[config.mk]
export PLATFORM = sky130hd
export DESIGN_NAME = speriph_plug_arbiter
export DESIGN_NICKNAME = d
export VERILOG_FILES = /design/src/rtl/speriph_plug_arbiter.sv
export SDC_FILE = /design/constraint.sdc
export NUM_CORES = 1
export LEC_CHECK = 0
export BUFFER_PORTS_ARGS = -buffer_cell sky130_fd_sc_hd__buf_2
export CORE_AREA = 2 2 119 121
export DETAILED_ROUTE_END_ITERATION = 16
export DIE_AREA = 0 0 121 123
export PLACE_DENSITY_LB_ADDON = 0.08
export SLEW_MARGIN = 20
export SYNTH_ARGS = -nofsm -noshare
export SYNTH_HDL_FRONTEND = slang
export SYNTH_SLANG_ARGS = --single-unit
[constraint.sdc]
create_clock -name clk_i -period 1.91 [get_ports clk_i]
set_input_delay 0.0955 -clock clk_i [delete_from_list [all_inputs] [get_ports clk_i]]
set_output_delay 0.0955 -clock clk_i [all_outputs]
set_load 0.02 [all_outputs]
[src/rtl/speriph_plug_arbiter.sv]
// N-to-1 peripheral plug combiner: fixed-priority or round-robin arbitration,
// in-order response routing through an index FIFO, outstanding backpressure, sticky error.
module speriph_plug_arbiter #(
   parameter int NB_PLUGS   = 2,
   parameter int ADDR_WIDTH = 32,
   parameter int DATA_WIDTH = 32,
   parameter int ID_WIDTH   = 5,
   parameter int RESP_DEPTH = 2,
   parameter int ARB_MODE   = 1
) (
   input  logic                                   clk_i,
   input  logic                                   rst_ni,
   input  logic [NB_PLUGS-1:0]                    plug_req_i,
   input  logic [NB_PLUGS-1:0][ADDR_WIDTH-1:0]    plug_add_i,
   input  logic [NB_PLUGS-1:0]                    plug_wen_i,
   input  logic [NB_PLUGS-1:0][DATA_WIDTH-1:0]    plug_wdata_i,
   input  logic [NB_PLUGS-1:0][DATA_WIDTH/8-1:0]  plug_be_i,
   input  logic [NB_PLUGS-1:0][ID_WIDTH-1:0]      plug_id_i,
   output logic [NB_PLUGS-1:0]                    plug_gnt_o,
   output logic [NB_PLUGS-1:0]                    plug_r_valid_o,
   output logic                                   plug_r_opc_o,
   output logic [ID_WIDTH-1:0]                    plug_r_id_o,
   output logic [DATA_WIDTH-1:0]                  plug_r_rdata_o,
   output logic                                   slv_req_o,
   output logic [ADDR_WIDTH-1:0]                  slv_add_o,
   output logic                                   slv_wen_o,
   output logic [DATA_WIDTH-1:0]                  slv_wdata_o,
   output logic [DATA_WIDTH/8-1:0]                slv_be_o,
   output logic [ID_WIDTH-1:0]                    slv_id_o,
   input  logic                                   slv_gnt_i,
   input  logic                                   slv_r_valid_i,
   input  logic                                   slv_r_opc_i,
   input  logic [ID_WIDTH-1:0]                    slv_r_id_i,
   input  logic [DATA_WIDTH-1:0]                  slv_r_rdata_i,
   output logic [$clog2(RESP_DEPTH+1)-1:0]        outstanding_o,
   output logic                                   err_o
);
   localparam int PW = $clog2(NB_PLUGS);
   localparam int FW = (RESP_DEPTH > 1) ? $clog2(RESP_DEPTH) : 1;
   localparam int CW = $clog2(RESP_DEPTH+1);
   localparam logic [FW-1:0] F_LAST = FW'(RESP_DEPTH-1);
   localparam logic [PW-1:0] P_LAST = PW'(NB_PLUGS-1);
   localparam logic [CW-1:0] C_FULL = CW'(RESP_DEPTH);

   logic [PW-1:0] r_rr_ptr;
   logic [PW-1:0] r_fifo [RESP_DEPTH];
   logic [FW-1:0] r_wr, r_rd;
   logic [CW-1:0] r_count;
   logic          r_err;

   logic [PW-1:0] w_win, w_sel;
   int            w_base, w_k;
   logic          w_full, w_empty, w_push, w_pop;

   // Walk candidates from farthest to nearest so the last hit is the first
   // requester at or after the base index (base 0 gives fixed priority).
   always_comb begin
      w_win  = '0;
      w_k    = 0;
      w_base = (ARB_MODE == 1) ? int'(r_rr_ptr) : 0;
      for (int i = NB_PLUGS-1; i >= 0; i--) begin
         w_k = w_base + i;
         if (w_k >= NB_PLUGS) w_k = w_k - NB_PLUGS;
         if (plug_req_i[PW'(w_k)]) w_win = PW'(w_k);
      end
   end

   assign w_full    = (r_count == C_FULL);
   assign w_empty   = (r_count == '0);
   assign slv_req_o = (|plug_req_i) & ~w_full;
   assign w_push    = slv_req_o & slv_gnt_i;
   assign w_pop     = slv_r_valid_i & ~w_empty;
   assign w_sel     = slv_req_o ? w_win : '0;

   assign slv_add_o   = plug_add_i[w_sel];
   assign slv_wen_o   = plug_wen_i[w_sel];
   assign slv_wdata_o = plug_wdata_i[w_sel];
   assign slv_be_o    = plug_be_i[w_sel];
   assign slv_id_o    = plug_id_i[w_sel];

   always_comb begin
      plug_gnt_o     = '0;
      plug_r_valid_o = '0;
      if (w_push) plug_gnt_o[w_win] = 1'b1;
      if (w_pop)  plug_r_valid_o[r_fifo[r_rd]] = 1'b1;
   end

   assign plug_r_opc_o   = slv_r_opc_i;
   assign plug_r_id_o    = slv_r_id_i;
   assign plug_r_rdata_o = slv_r_rdata_i;
   assign outstanding_o  = r_count;
   assign err_o          = r_err;

   always_ff @(posedge clk_i or negedge rst_ni) begin
      if (!rst_ni) begin
         r_rr_ptr <= '0;
         r_wr     <= '0;
         r_rd     <= '0;
         r_count  <= '0;
         r_err    <= 1'b0;
         for (int i = 0; i < RESP_DEPTH; i++) r_fifo[i] <= '0;
      end else begin
         if (w_push) begin
            r_fifo[r_wr] <= w_win;
            r_wr         <= (r_wr == F_LAST) ? '0 : r_wr + 1'b1;
            if (ARB_MODE == 1) r_rr_ptr <= (w_win == P_LAST) ? '0 : w_win + 1'b1;
         end
         if (w_pop) r_rd <= (r_rd == F_LAST) ? '0 : r_rd + 1'b1;
         if (w_push && !w_pop)      r_count <= r_count + 1'b1;
         else if (!w_push && w_pop) r_count <= r_count - 1'b1;
         if (slv_r_valid_i && w_empty) r_err <= 1'b1;
      end
   end
endmodule

### After elaboration in Yosys (flattened, before gate mapping)

Cells that the tools add are included.
W data, S select, Z words.

| operators by class | value |
|---|---|
| add/sub/neg operators | 8 |
| $lt $le $gt $ge | 12 |
| equality and inequality tests | 1 |
| muxes and demuxes | 36 |
| bitwise logic cells | 7 |
| reduce and logical (&&, ||, !) cells | 11 |

Operators by type and width:

| kind | count |
|---|---|
| $mux W32 | 4 |
| $mux W1 | 20 |
| $mux W5 | 2 |
| $mux W2 | 4 |
| $mux W4 | 2 |
| $ge A2 B2 Y1 const B | 3 |
| $logic_and A1 B1 Y1 | 6 |
| $lt A1 B2 Y1 const B | 3 |
| $lt A1 B3 Y1 const B | 2 |
| $not A1 Y2 | 2 |
| $add A1 B1 Y1 const B | 3 |
| $and A1 B1 Y1 | 3 |
| $demux W1 S1 | 3 |
| $add A1 B1 Y2 const B | 1 |
| $add A2 B1 Y2 const B | 1 |
| $bwmux W2 | 1 |
| $eq A2 B2 Y1 const B | 1 |
| $ge A1 B1 Y1 const B | 2 |
| $ge A1 B2 Y1 const B | 1 |
| $logic_not A1 Y1 | 2 |
| $logic_not A2 Y1 | 1 |
| $lt A2 B1 Y1 const B | 1 |
| $not A1 Y1 | 2 |
| $reduce_bool A2 Y1 | 1 |
| 3 further kinds | 4 |

| word-level totals | value |
|---|---|
| register bits after elaboration | 8 |
| output and inout bits | 120 |
| logic and storage cells | 82 |

### Longest topological paths before layout

Gate-level depths: netlist of run 1.

| depth | value |
|---|---|
| depth in word-level cells | 13 |
| gate-level depth with buffers | 7 |

### Worst setup path after synthesis of run 1

No wires, ideal clock.

| timing path | value |
|---|---|
| path kind | register to register |
| from | register r_count[0] (netlist: outstanding_o[0]) |
| to | register r_count[1] (netlist: outstanding_o[1]) |
| library setup time | 0.080 ns |
| arrival | 1.528 ns |
| required time | 1.830 ns |
| slack | 0.302 ns |
| cell stages (with the launch flop) | 8 |
| path buffers | 0 |
| cell sequence | dfrtp_1 or2b_1 nand3_2 inv_1 ha_1 xor2_1 nor2_1 xor2_1 |

| on the way | value |
|---|---|
| cells in the longest elaborated chain, start to end | 7 |

Ends and longest elaborated chain:

| element | RTL line | RTL |
|---|---|---|
| start: declaration | 48 | `logic [CW-1:0] r_count;` |
| start signal: assignment | 109 | `if (w_push && !w_pop) r_count <= r_count + 1'b1;` |
| start signal: assignment | 110 | `else if (!w_push && w_pop) r_count <= r_count - 1'b1;` |
| $eq A2 B2 Y1 | 68 | `assign w_full = (r_count == C_FULL);` |
| $not A1 Y1 | 70 | `assign slv_req_o = (\|plug_req_i) & ~w_full;` |
| $and A1 B1 Y1 | 70 |  |
| $and A1 B1 Y1 | 71 | `assign w_push = slv_req_o & slv_gnt_i;` |
| $logic_not A1 Y1 | 110 |  |
| $logic_and A1 B1 Y1 | 110 |  |
| $reduce_bool A2 Y1 (no source line) | - |  |

Several ways; a longest one is shown, not always the timed one. The select of a mux whose other input is x is not followed.
A chain may end at the register's enable or synchronous reset.

### Final worst setup path of run 1

| timing path | value |
|---|---|
| from | register r_count[1] (netlist: outstanding_o[1]) |
| to | output port slv_wdata_o[11] |

| on the way | value |
|---|---|
| cells in the longest elaborated chain, start to end | 6 |

Ends and longest elaborated chain:

| element | RTL line | RTL |
|---|---|---|
| $eq A2 B2 Y1 | 68 |  |
| $not A1 Y1 | 70 |  |
| $and A1 B1 Y1 | 70 |  |
| $mux W1 | 73 | `assign w_sel = slv_req_o ? w_win : '0;` |
| $mux W32 (implied by the code) (2 in series) | 77 | `assign slv_wdata_o = plug_wdata_i[w_sel];` |
| end: declaration | 27 | `output logic [DATA_WIDTH-1:0] slv_wdata_o,` |

No other way between the ends. The select of a mux whose other input is x is not followed.

==> results of run 1 <==
cell type report:
cell class	count	area (um2)	share of cell area, %
repair buffers	244	1310	42.2
clock buffers	3	75.1	2.42
flip-flops and latches	8	203	6.54
well taps	180	225	7.27
inverters	1	3.75	0.121
multi-input cells	104	1280	41.4
report_power, final:
part | leakage, nW | internal, mW | switching, mW
Sequential | 0.0893 | 0.252 | 0.0780
Combinational | 1.60 | 1.35 | 1.34
Clock | 0.0370 | 0.270 | 0.0778
kinds of logic after synthesis:
logic type | Yosys count | synth area share [%]
DFF | 8 | 10.4
buffers and inverters | 47 | 22.8
AOI/OAI and AO/OA | 2 | 0.653
adders and majority gates | 1 | 0.653
and+or+nand+nor | 18 | 5.68
xor gates and xnor gates | 5 | 2.29
muxes | 78 | 57.5
per-stage QoR:
stage | hold slack, ns | std cells | power [mW] | area [um2]
after floorplan | -0.200 | 159 | 2.46 | 1920
after global placement | -0.0505 | 535 | 3.03 | 2980
after detailed placement | -0.0463 | 535 | 3.00 | 2980
after CTS | 0.0893 | 540 | 3.40 | 3080
after global routing | 0.0952 | 540 | 3.58 | 3100
final | 0.0847 | 540 | 3.37 | 3100
path summary, 6_finish.rpt:
check	start	to	slack, ns	depth (start not counted)
max in group asynchronous	rst_ni	outstanding_o[1]	1.48	2
hold reg to reg	err_o	err_o	0.46	1
setup reg to reg	outstanding_o[0]	outstanding_o[1]	0.31	7
setup / recovery	outstanding_o[1]	slv_wdata_o[11]	0.06	6
hold / removal	slv_r_valid_i	err_o	0.08	2
min in group asynchronous	rst_ni	err_o	0.24	2
placed cells by master (no fill, tap or decap):
cell | synthesis | final
buf_2 | 0 | 233
mux2_4 | 60 | 61
mux2_2 | 16 | 15
nor2_1 | 7 | 7
dfrtp_1 | 8 | 6
buf_4 | 39 | 6
xnor2_1 | 3 | 3
clkbuf_16 | 0 | 3
buf_12 | 7 | 3
nand2_1 | 2 | 2
xor2_1 | 2 | 2
dfrtp_2 | 0 | 2
nor2b_4 | 1 | 1
nor2_4 | 1 | 1
and2_1 | 1 | 1
or2b_1 | 1 | 1
or2_2 | 1 | 1
nand3_2 | 1 | 1
o21ai_0 | 1 | 1
mux2i_1 | 1 | 1
nor2b_1 | 1 | 1
inv_1 | 1 | 1
nor3_1 | 1 | 1
a21o_1 | 1 | 1
mux2_1 | 1 | 1
nand4b_1 | 1 | 1
ha_1 | 1 | 1
dlygate4sd3_1 | 0 | 1
buf_16 | 0 | 1
critical path, delay by kind of cell (launching register included):
kind                   cells  cell delay, ns
AND/OR/NAND/NOR            2            0.25
flip-flops                 1            0.43
multiplexers               1            0.35
buffers and inverters      3            0.48
state kept, by name, summed over array words and instances, names as in the netlist:
register       count
err_o              1
outstanding_o      2
r_fifo             2
r_rd               1
r_rr_ptr           1
r_wr               1
per-layer routing:
metal	GRT usage, %	wire length, um	up-vias
met5	0	0	-
met2	19.3	4490	166
met4	1.31	87	0
met1	8.56	2570	872
met3	3.18	948	10
li1	-	-	919
repair_timing:
item | in CTS | in global routing
buffers inserted | 1 | 0
endpoints found under the setup margin | 74 | 41
pin swaps | 1 | 0
hold buffers | 1 | 0
endpoints found under the hold margin | 8 | 0
gates resized for setup | 0 | 6
==> results.cfg, run 1 <==
[cells_and_area]
diodes = 0
syn_to_final_growth_pct = 61.7
layout.nets = 555
fillers = 1499
drive_gt1_share_pct = 91.1
postLayoutCoreUtil_pct = 22.8

[worst_setup_path]
cp-start-kind = flip-flop
cp_cell_sequence = nor2b_4, nor2_4, buf_12, buf_12, mux2_2, buf_2
cp_slowest_stage_delay_ns = 0.43
critPathCaptureType = primary output
cpMaxStageDelayCell = dfrtp_2
cpMostUsedCell = buf_12
worstPathArrival_ns = 1.75
crit_fanout = 20
cp.required_ns = 1.81
critPathKind = reg -> out

[route]
final_antenna_net_count = 0
viasPerCell = 3.64
drc = 0
vias = 1967
drt_iter0_drc = 21
totalWireLength_um = 8090
wire_per_inst_um = 15.0
first_pass_iters = 3

[sta]
rsz0062_at_grt = true
setup_violations = 0
hold_viol = 0
tns_ns = 0
period_share_pct = 96.6
relSlewSlack_pct = 78.5
worst_slack_ns = 0.0644
period_minus_slack_ns = 1.85
max_freq_ghz = 0.542
worstMarginPinSlew_ns = 0.319
final.setup_skew_ns = 0.00388
drv_slew = 0

[clocking]
clk_pin_slew_ns = 0.04
cts_tree = built
cts_made_buffers = 3
h-tree-depth = 1
clock_path_buffers = 2
clk-insertion-delay-late_ns = 0.23
clock_sinks = 8
cts_root_buffer = clkbuf_16

[yosys]
synth_area_per_cell_um2 = 12.1
synth_most_common_cell = mux2_4
synth_common_cells = 60 x mux2_4, 39 x buf_4, 16 x mux2_2
syn_nets = 352
synthCells = 159
netlist_area_um2 = 1920
synth_flop_cell = dfrtp_1
yosysTopAreaCell = mux2_4
synth_top_area_share_pct = 47.0
yosys_warnings = 0
synth_enable_flop_cells = 0
synthTopCellsByArea = mux2_4 47%, buf_4 15%, dfrtp_1 10%
async_flop_share_pct = 100
synth_seq_cells = 8
ys_seq_area_share_pct = 10.4
synth_cell_types = 24

[grt]
grt_pass1_wl_um = 10300
grt_max_degree = 23
grt.total_usage_pct = 9.18
gr-total-overflow = 0
grt_pass1_vias = 1883
antenna_found_initial = 0

[die]
initial_core_util_pct = 14.1
std_cell_rows = 43
pin_count = 312
core_um2 = 13600
die_area_um2 = 14900
die_y_um = 123
die_x_um = 121

[power]
ir_drop_uv = 344
power_density_nw_per_um2 = 1090
p_leak_nw = 1.72

[hold_path]
hold_class = in -> reg

[placement]
port_buffers = 235
place_congestion = 0.704
dp_hpwl_um = 7420
dp_slack_ns = 0.178

[outcome]
status = finished, final reports clean

[run]
max-cap-violations = 0
No activity file was read; power rests on OpenSTA's default activity.
==> inputs of run 2 (changes only) <==
Settings changed: REMOVE_ABC_BUFFERS from default to 1.
==> run 2 against run 1 <==
Against the previous run: sequential cell count unchanged; final cell count rose by 0.74%; largest power group unchanged; fmax shrank 2.2%; critical path type unchanged; die area unchanged.
==> results.cfg, run 2 (synthesis gave the netlist of run 1 again) <==
[outcome]
status = finished, final reports clean

[worst_setup_path]
reg2reg_depth = 8
worstPathArrival_ns = 1.79
critPathKind = reg -> out
critPathCaptureType = primary output
cp-start-kind = flip-flop
crit_fanout = 19
r2r_end = outstanding_o[1]
cp.required_ns = 1.81
r2r_slack_ns = 0.31
timing.rr.start = outstanding_o[1]

[sta]
worst_slack_ns = 0.0233
period_minus_slack_ns = 1.89
setup_violations = 0
tns_ns = 0
hold_viol = 0
worstMarginPinSlew_ns = 0.267
rsz0062_at_grt = true
hold_ws_ns = 0.0964
final.setup_skew_ns = 0.00189
max_freq_ghz = 0.530
relSlewSlack_pct = 82.0
drv_slew = 0
period_share_pct = 98.8

[cells_and_area]
layout.nets = 557
instances_no_fill = 544
mostFrequentLayoutCells = 231 x buf_2, 61 x mux2_4, 15 x mux2_2
stdcell_area_um2 = 3190
postLayoutCoreUtil_pct = 23.4
syn_to_final_growth_pct = 66.2
drive_gt1_share_pct = 91.4
layout_commonest_cell = buf_2

[power]
power_density_nw_per_um2 = 1130
p_leak_nw = 1.77
swShare_pct = 43.9
finalPower_mw = 3.61
ir_drop_uv = 527
p_seq_share_pct = 8.7
p_switching_mw = 1.58
pwr-share-clk_pct = 10.2
combPwrFrac_pct = 81.2
intPower_mw = 2.03

[route]
totalWireLength_um = 11100
wl_met3_um = 2380
final_antenna_net_count = 0
viasPerCell = 3.73
first_pass_iters = 4
drt_iter0_drc = 56
drc = 0
wl_met1_um = 4010
dr_wl_met2_um = 4570
top_layer = met5
vias = 2028
wire_per_inst_um = 20.4

[placement]
port_buffers = 235
dp_slack_ns = 0.192
dp.cells = 532
dp_hpwl_um = 9260
placed_area_um2 = 2940
place_congestion = 0.710

[grt]
grt_pass1_wl_um = 14100
gr-total-overflow = 0
grt_max_degree = 21
grt.total_usage_pct = 13.3
antenna_found_initial = 2
grt_pass1_vias = 1978

[clocking]
clk-insertion-delay-late_ns = 0.24
clk_pin_slew_ns = 0.04
h-tree-depth = 1
clock_path_buffers = 2
cts_tree = built
cts_made_buffers = 3
clock_sinks = 8
cts_root_buffer = clkbuf_16

[die]
die_area_um2 = 14900
pin_count = 312
die_x_um = 121
std_cell_rows = 43
core_um2 = 13600
die_y_um = 123
initial_core_util_pct = 14.1

[run]
max-cap-violations = 0

[hold_path]
hold_end = err_o
whs_path_depth = 2
hold_start = slv_r_valid_i
hold_class = in -> reg
## run 2: worst max-delay path, stage by stage, from the launching register on
cell and delay [ns]:
dfrtp_2 0.39, nor2b_4 0.14, nor2_4 0.09, buf_12 0.13, bufbuf_16 0.32, mux2_4 0.31
buf_2 0.16
## run 2: worst max path at each step
stage                                start             end  slack [ns]  cells after the start
after floorplan           outstanding_o[1]   slv_add_o[30]       -0.97                      3
after global placement    outstanding_o[1]  slv_wdata_o[5]        0.23                      5
after global routing              r_rr_ptr  slv_wdata_o[6]       -0.07                      6
after detailed placement  outstanding_o[1]  slv_wdata_o[2]        0.19                      5
after CTS                 outstanding_o[1]  slv_wdata_o[6]       -0.03                      6
final                     outstanding_o[1]  slv_wdata_o[6]        0.02                      6
## run 2: area by class of cell
type                            count  area (um2)
Fill cell                        1496       10400
Timing Repair Buffer              246        1390
Multi-Input combinational cell    104        1290
Tap cell                          180         225
Sequential cell                     8         203
Clock buffer                        3        75.1
Antenna cell                        2        5.00
Inverter                            1        3.75
## run 2: power groups by stage
stage / Clock (mW) / Combinational [mW] / Sequential (mW)
final: 0.367 / 2.93 / 0.313
after global routing: 0.381 / 3.11 / 0.329
after CTS: 0.372 / 2.97 / 0.311
after detailed placement: 0 / 2.66 / 0.323
after global placement: 0 / 2.67 / 0.322
after floorplan: 0 / 1.80 / 0.340
## run 2: what timing repair did
| item | CTS | global route |
|---|---|---|
| hold endpoints to repair | 8 | 0 |
| pin swaps | 0 | 2 |
| cloned | 3 | 0 |
| hold buffers | 1 | 0 |
| setup endpoints to repair | 60 | 53 |
| gates resized for setup | 2 | 9 |
| setup buffers | 3 | 0 |
## run 2: layer usage
layer / up-vias / GRT usage (%)
li1: 925 / -
met1: 891 / 14.2
met2: 197 / 18.9
met3: 11 / 12.9
met4: 4 / 1.53
met5: - / 5.56
